===== src/rtl/counter_pkg.sv =====
// counter_pkg: definitions shared by the 4-bit multi-mode counter, its
// checker and bench models.
//   - mode encodings (must match the counter)
//   - checker FSM state encoding
//   - bit positions inside the checker's err_vec output
package counter_pkg;

    // Counter mode encodings
    localparam logic [1:0] Q_P_ONE   = 2'b00;  // count up by 1
    localparam logic [1:0] Q_M_ONE   = 2'b01;  // count down by 1
    localparam logic [1:0] Q_M_THREE = 2'b10;  // count down by 3
    localparam logic [1:0] Q_D       = 2'b11;  // parallel load of D

    // Checker FSM states
    typedef enum logic [1:0] {
        ST_IDLE  = 2'b00,
        ST_PRIME = 2'b01,
        ST_CHECK = 2'b10,
        ST_HALT  = 2'b11
    } chk_state_t;

    // err_vec bit indices: err_vec = {load, rco, Q}
    localparam int ERR_Q    = 0;
    localparam int ERR_RCO  = 1;
    localparam int ERR_LOAD = 2;

endpackage


===== src/rtl/counter_predictor.sv =====
// counter_predictor: purely combinational next-state model of the 4-bit
// multi-mode counter. Given the counter's stimulus and its present outputs
// it returns the outputs the counter must register on the next edge.
//
// Ports:
//   enable  in  1  counter enable
//   mode    in  2  counter mode (counter_pkg encodings)
//   D       in  4  load data
//   Q       in  4  present counter value
//   rco     in  1  present ripple-carry
//   Q_n     out 4  predicted next Q
//   rco_n   out 1  predicted next rco
//   load_n  out 1  predicted next load flag
module counter_predictor
    import counter_pkg::*;
(
    input  logic       enable,
    input  logic [1:0] mode,
    input  logic [3:0] D,
    input  logic [3:0] Q,
    input  logic       rco,
    output logic [3:0] Q_n,
    output logic       rco_n,
    output logic       load_n
);

    always_comb begin
        Q_n    = 4'd0;
        rco_n  = rco;
        load_n = 1'b0;
        if (!enable) begin
            // Disabled counter clears Q; rco holds unless a load is requested.
            if (mode == Q_D) begin
                rco_n  = 1'b0;
                load_n = 1'b1;
            end
        end else begin
            // rco always reflects the pre-update Q; arithmetic wraps mod 16.
            case (mode)
                Q_P_ONE: begin
                    Q_n   = Q + 4'd1;
                    rco_n = (Q == 4'd15);
                end
                Q_M_ONE: begin
                    Q_n   = Q - 4'd1;
                    rco_n = (Q == 4'd0);
                end
                Q_M_THREE: begin
                    Q_n   = Q - 4'd3;
                    rco_n = (Q <= 4'd2);
                end
                default: begin
                    Q_n    = D;
                    rco_n  = 1'b0;
                    load_n = 1'b1;
                end
            endcase
        end
    end

endmodule


===== config.mk =====
export PLATFORM = sky130hd
export DESIGN_NAME = counter_predictor
export DESIGN_NICKNAME = d
export VERILOG_FILES = /design/src/rtl/counter_pkg.sv /design/src/rtl/counter_predictor.sv
export SDC_FILE = /design/constraint.sdc
export NUM_CORES = 1
export LEC_CHECK = 0
export BUFFER_PORTS_ARGS = -buffer_cell sky130_fd_sc_hd__buf_4
export CAP_MARGIN = 20
export CELL_PAD_IN_SITES_DETAIL_PLACEMENT = 1
export CELL_PAD_IN_SITES_GLOBAL_PLACEMENT = 1
export CORE_AREA = 2 2 39 41
export DETAILED_ROUTE_END_ITERATION = 10
export DIE_AREA = 0 0 41 43
export PLACE_DENSITY = 0.6
export SYNTH_ARGS = -nofsm -noshare
export SYNTH_HDL_FRONTEND = slang
export SYNTH_SLANG_ARGS = --single-unit

===== constraint.sdc =====
create_clock -name vclk -period 7.94
set_input_delay 2.382 -clock vclk [all_inputs]
set_output_delay 2.382 -clock vclk [all_outputs]
set_load 0.1 [all_outputs]

Word level (Yosys, flattened, before mapping):

Index checks and enable logic that the tools add are counted.

* add/sub/neg operators: 3
* magnitude comparators: 1
* equal/unequal tests: 4
* multiplexer cells: 8
* reduce and logical (&&, ||, !) cells: 3

Operators with widths (number)
* $pmux W4 S3: 1
* $mux W1: 5
* $add A4 B1 Y4 const B: 1
* $eq A2 B2 Y1 const B: 2
* $eq A4 B4 Y1 const B: 1
* $le A4 B2 Y1 const B: 1
* $logic_not A4 Y1: 1
* $mux W4: 1
* $sub A4 B1 Y4 const B: 1
* $sub A4 B2 Y4 const B: 1
* $pmux W1 S3: 1
* $reduce_or A3 Y1: 1
* $eq A2 B1 Y1 const B: 1
* $logic_not A2 Y1: 1

* flip-flop bits (word level): 0
* output and inout port bits: 6
* logic and storage cells: 19

Depth between registers and ports, before layout:

Gate-level depths: netlist of the first run.

* depth in word-level cells: 4
* depth in mapped cells: 7
* mapped depth without buffers: 7

Worst setup path before layout of the first run:

Ideal clock, no wire load.

* path type: input -> output
* from: input mode[0]
* to: output rco_n
* arrival: 5.453 ns
* data required time: 5.558 ns
* setup slack: 0.105 ns
* stages: 2
* path buffers: 0
* cell sequence: ha_1 a311oi_1

* word-level cells in the longest chain between the ends: 3
* elaborated cells on any way between the ends: 7
* those cells by class: eq/ne: 3; mux: 3; reduce/logical: 1

RTL lines
* start, declared: RTL line counter_predictor.sv:18 `input logic [1:0] mode,`
* $eq A2 B2 Y1 (tied with other cells): RTL line counter_predictor.sv:39 `case (mode)`
* $pmux W1 S3 or $mux W1 (tied branches): RTL line counter_predictor.sv:39, counter_predictor.sv:33
* $mux W1 (*): RTL line counter_predictor.sv:31 `if (!enable) begin`
* end, declared: RTL line counter_predictor.sv:23 `output logic rco_n,`

Every way passes the cells marked *; elsewhere a longest branch is shown, timed or not.

Final worst setup path of the first run:

* from: input mode[0]
* to: output Q_n[3]

* word-level cells in the longest chain between the ends: 3
* elaborated cells on any way between the ends: 5
* those cells by class: eq/ne: 2; mux: 2; reduce/logical: 1

RTL lines
* $eq A2 B2 Y1 (tied with other cells): RTL line counter_predictor.sv:39
* $pmux W4 S3 (*): RTL line counter_predictor.sv:39
* $mux W4 (*): RTL line counter_predictor.sv:31
* end, declared: RTL line counter_predictor.sv:22 `output logic [3:0] Q_n,`

Marks and branches as above.

==> results of run 1 <==
-- power groups by stage --
stage | registers [mW] | logic (mW) | clock network, mW
finish | 0 | 0.0434 | 0
floorplan | 0 | 0.0315 | 0
detailed placement | 0 | 0.0440 | 0
global route | 0 | 0.0468 | 0
global placement | 0 | 0.0438 | 0
CTS | 0 | 0.0440 | 0
-- worst max path at each step --
stage | start | end | slack, ns | depth (start not counted)
4_1_cts | mode[0] | Q_n[3] | 1.60 | 8
2_1_floorplan | mode[0] | rco_n | 0.11 | 2
3_3_place_gp | mode[1] | Q_n[2] | 1.61 | 9
6_report | mode[0] | Q_n[3] | 1.62 | 8
3_5_place_dp | mode[0] | Q_n[3] | 1.60 | 8
5_1_grt | mode[0] | Q_n[3] | 1.44 | 8
-- cells in the mapped netlist --
cell type,number
inv_1,6
nand3_1,3
nor3b_1,1
nand2_1,3
a21o_1,1
and3_1,1
a21boi_0,1
o21ai_0,5
a21oi_1,1
fa_1,1
and2_1,3
ha_1,6
a311oi_1,1
nor2_1,2
a31oi_1,1
xor2_1,2
-- area by class of cell --
type	count	area share, %
multi-input cells	32	57.4
repair buffers	18	32.4
inverters	6	5.41
well taps	16	4.80
-- layer usage --
metal  global-route usage [%]  up-vias  share of wire, %
li1                         -      165                 -
met1                     12.1      129                44
met2                     12.5       14                41
met3                     1.05        0                15
met4                        0        0                 0
met5                        0        -                 0
-- per-stage QoR --
step | total power [mW] | hold slack (ns) | instance area, µm² | worst slack (ns)
6_report | 0.0434 | 5.18 | 417 | 1.62
5_1_grt | 0.0468 | 5.20 | 417 | 1.44
4_1_cts | 0.0440 | 5.18 | 417 | 1.60
3_5_place_dp | 0.0440 | 5.18 | 417 | 1.60
3_3_place_gp | 0.0438 | 5.18 | 417 | 1.61
2_1_floorplan | 0.0315 | 5.17 | 262 | 0.105
-- cells by family after synthesis --
logic type,count (synthesis)
AOI/OAI and AO/OA,10
buffers and inverters,6
and+or+nand+nor,13
xor gates and xnor gates,2
adders and majority gates,7
-- worst max-delay path, delay by kind of cell --
family	cells	cell delay (ns)
adder cells (fa/ha/maj)	2	0.65
buffers and inverters	3	0.45
AO/OA/AOI/OAI	2	0.36
AND/OR/NAND/NOR	1	0.10
==> impl_results.md, run 1 <==
- Unrepaired setup endpoints after global routing: false
- Hpwl dp: 624 µm
- Crit path time final: ~6.3 ns
- Worst Hold Path EP: rco_n
- Syn_area_per_cell: 6.88 µm²
- Synth area leaders: ha_1 29%, o21ai_0 9.6%, inv_1 8.6%
- DRC violations left: 0
- Slowest CP cell: ha_1
- Largest net degree at the start of global routing: 10
- Routed WL per cell: 9.65 µm
- Core ar.: 0.00138 mm²
- Fin crit share: 79.6%
- Req. time, crit path: 5.56 ns
- Fillers: 175
- Post-synthesis mux area share: 0%
- Adder-Cell Fraction of Synth Area: 36.4%
- Fin. Hold Viols: 0
- Global-route wire length before repair: 1070 µm
- Critical Path Source Type: input pin
- Yosys top cell area share: roughly 29%
- Ant diodes: 0
- Post-synth cell types: 16
- Register area share after synthesis: 0%
- Worst EP arrival: 3.94 ns
- Seq_cells: 0
- DR pass1 iterations: 1
- Max-cap violations: 0
- Hold-fix buffers at CTS: 0
- Initial antenna violation count: 0
- Pwr dens: approximately 100 mW/mm²
- Final Core Density: 30.1%
- Layout cell share with drive strength beyond 1: 32.1%
- Sum of negative setup slack: 0 ns
- Leak Pwr: 0.219 nW
- Commonest non-fill, non-tap cell in the layout: buf_4
- Max Fclk: ~0.16 GHz
- Ordered list of cells on the worst path: buf_4 -> inv_1 -> ha_1 -> ha_1 -> a21oi_1 -> nand3_1 -> a31oi_1 -> buf_4
- Hold path start: enable
- Setup CP Type: input pin to output port
- Starting Density: 18.9%
- Status: complete, no violations
- DRT iter0 DRCs: 0
- Yosys Warn Count: 0
- Clock buf count: 0
- Post-Syn Nets: 57
- GPL Wtd Cong: 0.699
- Post-Syn Instances: 38
- Comb pwr share: between 90% and 100%
- IO Port Bufs: 18
- Via count: between 300 and 400
- Syn Std Cell Area: 262 µm²
- Non-Filler Instances: 72
- XOR/XNOR Fraction of Synth Area: 6.70%
- Worst rel slew slack: approximately four fifths
- Post-CTS resize count: 0
- Internal: 13.2 µW
- Synth Area in Compound Gates: between 20 and 25%
- Area delta synth->final: 59.3%
- Measured slew at the worst slew-check pin: around 0.29 ns
- Ports: 18
- Register area: 0 µm²
- Hold Path Depth: 3
- Sw Pwr: slightly above 30 µW
- Post-Route WL: 695 µm
- Placed Cells incl. Taps: 72
- Crit path largest cell delay: 0.33 ns
- VDD IR max: 0.0236 mV
- Vias in the first global route: approximately 270
- Die outline area: 0.00176 mm²
- Pins Over Slew Limit: 0
- Most frequent cells in the layout: 18 x buf_4, 6 x inv_1, 6 x ha_1, 5 x o21ai_0
- Sequential Power Share: 0%
- Final setup viols: 0
- Post-CTS Setup Bufs: 0
- Row count: 14
- Clock power frac: 0%
- HP Class: input pin to output port
- Switching Fraction: 69.6%
- Total track usage: under 10%
- Remaining Overflow, GRT: 0
- Final nets: 77
- Multi-input gate area: between 200 and 250 µm²
- Crit. End Element: output port
- Die width: 41 µm
- Post-Synth Simple-Gate Area: 25.4%
- Drt via density: 4.28
- Crit path max fanout: 3
- Yosys top cell by area: ha_1
- Largest family of logic cells by synthesized area: adder cells
- Antenna-violating nets left: 0
- Die Span Y: 43 µm
Power figures use the tool's default switching activity.
==> inputs of run 2 (changes only) <==
--- a/config.mk
+++ b/config.mk
@@ -5,6 +5,7 @@
 export SDC_FILE = /design/constraint.sdc
 export NUM_CORES = 1
 export LEC_CHECK = 0
+export ABC_AREA = 1
 export BUFFER_PORTS_ARGS = -buffer_cell sky130_fd_sc_hd__buf_4
 export CAP_MARGIN = 20
 export CELL_PAD_IN_SITES_DETAIL_PLACEMENT = 1
@@ -12,7 +13,7 @@
 export CORE_AREA = 2 2 39 41
 export DETAILED_ROUTE_END_ITERATION = 10
 export DIE_AREA = 0 0 41 43
-export PLACE_DENSITY = 0.6
+export PLACE_DENSITY = 0.68
 export SYNTH_ARGS = -nofsm -noshare
 export SYNTH_HDL_FRONTEND = slang
 export SYNTH_SLANG_ARGS = --single-unit
==> constraint.sdc (replaced) <==
create_clock -name vclk -period 5.71
set_input_delay 1.713 -clock vclk [all_inputs]
set_output_delay 1.713 -clock vclk [all_outputs]
set_load 0.1 [all_outputs]
==> impl_results.md, run 2 <==
- Initial antenna violation count: 0 (unchanged)
- DR pass1 iterations: 1 (unchanged)
- Yosys top cell area share: 26.3% (was 28.7%)
- Fin. Hold Viols: 0 (unchanged)
- Antenna-violating nets left: 0 (unchanged)
- Setup CP Type: input pin to output port (unchanged)
- Crit path time final: 5.01 ns
- Leak Pwr: 0.272 nW (was 0.219 nW)
- Register area share after synthesis: 0% (unchanged)
- Register area: 0 µm² (unchanged)
- Seq_cells: 0 (unchanged)
- Commonest cells post-synth: 12 x nand2_1, 11 x inv_1, 8 x nor2_1 (was 6 x ha_1, 6 x inv_1, 5 x o21ai_0)
- Syn Std Cell Area: 285 µm² (was 262 µm²)
- Met3 Use GR: 0.524% (was 1.05%)
- Remaining Overflow, GRT: 0 (unchanged)
- VDD IR max: 0.0317 mV (was 0.0236 mV)
- Most frequent cells in the layout: 18 x buf_4, 12 x nand2_1, 11 x inv_1, 8 x nor2_1, 6 x ha_1 (was 18 x buf_4, 6 x inv_1, 6 x ha_1, 5 x o21ai_0)
- Drt via density: 4.26 (was 4.28)
- Largest net degree at the start of global routing: 9 (was 10)
- Worst EP arrival: 3.30 ns (was 3.94 ns)
- Die Span Y: 43 µm (unchanged)
- Hold path start: Q[0] (was enable)
- DRT iter0 DRCs: 0 (unchanged)
- Core ar.: 0.00138 mm² (unchanged)
- Syn_area_per_cell: 5.49 µm² (was 6.88 µm²)
- Area delta synth->final: 55.7% (was 59.3%)
- Yosys Warn Count: 0 (unchanged)
- Post-Syn Instances: 52 (was 38)
- Die width: 41 µm (unchanged)
- Crit. End Element: output port (unchanged)
- DRC violations left: 0 (unchanged)
- Global-route wire length before repair: 1220 µm (was 1070 µm)
- Req. time, crit path: 4.00 ns (was 5.56 ns)
- Gr busiest metal: met2 (unchanged)
- Design area: 444 µm² (was 417 µm²)
- Post-synth cell types: 12 (was 16)
- Routed WL per cell: 8.80 µm (was 9.65 µm)
- Starting Density: 20.6% (was 18.9%)
- Vias in the first global route: 315 (was 265)
- Post-Syn Nets: 71 (was 57)
- Placed inst area: 444 µm² (was 417 µm²)
- Critical Path Source Type: input pin (unchanged)
- HP Class: input pin to output port (unchanged)
- Count leader, synth: nand2_1
- Total track usage: 9.20% (was 8.00%)
- Unrepaired setup endpoints after global routing: false (unchanged)
- Crit path max fanout: 3 (unchanged)
- Via count: 366 (was 308)
- Max Fclk: 0.199 GHz
- Pins Over Slew Limit: 0 (unchanged)
- Post-Route WL: 757 µm (was 695 µm)
- Yosys top cell by area: ha_1 (unchanged)
- Synth area leaders: ha_1 26%, nand2_1 16%, inv_1 14% (was ha_1 29%, o21ai_0 9.6%, inv_1 8.6%)
- Hold-fix buffers at CTS: 0 (unchanged)
- Clock buf count: 0 (unchanged)
- Ports: 18 (unchanged)
- Final nets: 91 (was 77)
- Met1 GRT Util: 11.1% (was 12.1%)
- Commonest non-fill, non-tap cell in the layout: buf_4 (unchanged)
- Post-CTS Setup Bufs: 0 (unchanged)
- Fin crit share: 87.8%
- Ant diodes: 0 (unchanged)
- Die outline area: 0.00176 mm² (unchanged)
- Met2 usage: 17.5% (was 12.5%)
- Hpwl dp: 701 µm (was 624 µm)
- Pre-CTS setup slack: 0.677 ns (was 1.60 ns)
- Max-cap violations: 0 (unchanged)
- Final setup viols: 0 (unchanged)
- Layout cell share with drive strength beyond 1: 28.6% (was 32.1%)
- Row count: 14 (unchanged)
- Pwr dens: 145 mW/mm² (was 104 mW/mm²)
- Measured slew at the worst slew-check pin: 0.281 ns (was 0.289 ns)
- Post-CTS resize count: 0 (unchanged)
- Sum of negative setup slack: 0 ns (unchanged)
- IO Port Bufs: 18 (unchanged)
- Worst Setup SP: mode[0] (unchanged)
- Fin worst setup slack: 0.695 ns (was 1.62 ns)
- Worst rel slew slack: 81.4% (was 80.7%)
- GPL Wtd Cong: 0.763 (was 0.699)
- Status: complete, no violations (unchanged)
run 2: cell count changes in the layout (fill, tap and decap cells not counted), moves of 2 or more:
cell,change
and2_1,-3
inv_1,+5
nand2_1,+9
nor2_1,+6
o21ai_0,-2
xor2_1,-2
run 2: cell families (layout without fill, tap and decap cells):
kind of cell / Yosys count / after routing / share of synthesized area [%]
simple gates: 25 / 25 / 35.5
xor+xnor: 1 / 1 / 3.07
fa+ha+maj: 7 / 7 / 33.3
compound gates: 7 / 7 / 12.3
buf+inv: 12 / 30 / 15.8
run 2: area by class of cell:
cell class | count | area, µm²
tap | 16 | 20.0
inverter | 12 | 45.0
timing repair buffer | 18 | 135
fill | 196 | 940
multi-input combinational | 40 | 244
run 2: critical path, cell delays in order:
cell and delay (ns):
buf_4 0.09, inv_1 0.05, ha_1 0.33, ha_1 0.33, or2_1 0.25, nand2_1 0.07
nand2_1 0.04, nand3_1 0.06, nand2_1 0.05, inv_1 0.04, buf_4 0.27
run 2: where the power goes:
part	switching, mW	total, mW	internal (mW)
sequential	0	0	0
combinational	0.0451	0.0643	0.0191
clock	0	0	0
total	0.0451	0.0643	0.0191
run 2: per-stage QoR:
step	std cells	utilization [%]	hold WS, ns	power (mW)
after floorplan	52	-	3.79	0.0476
after global placement	86	32.1	3.81	0.0645
after detailed placement	86	32.1	3.81	0.0651
after CTS	86	32.1	3.81	0.0652
after global routing	86	32.1	3.83	0.0702
final	86	32.1	3.81	0.0643
run 2: final timing paths:
check / cells after the start / to / slack, ns
max: 11 / Q_n[3] / 0.70
min: 3 / Q_n[0] / 3.81
run 2: routing by layer:
layer | part of all wire (%) | vias up
met1 | 41 | 158
met2 | 48 | 14
met4 | 0 | 0
met5 | 0 | -
li1 | - | 194
met3 | 11 | 0
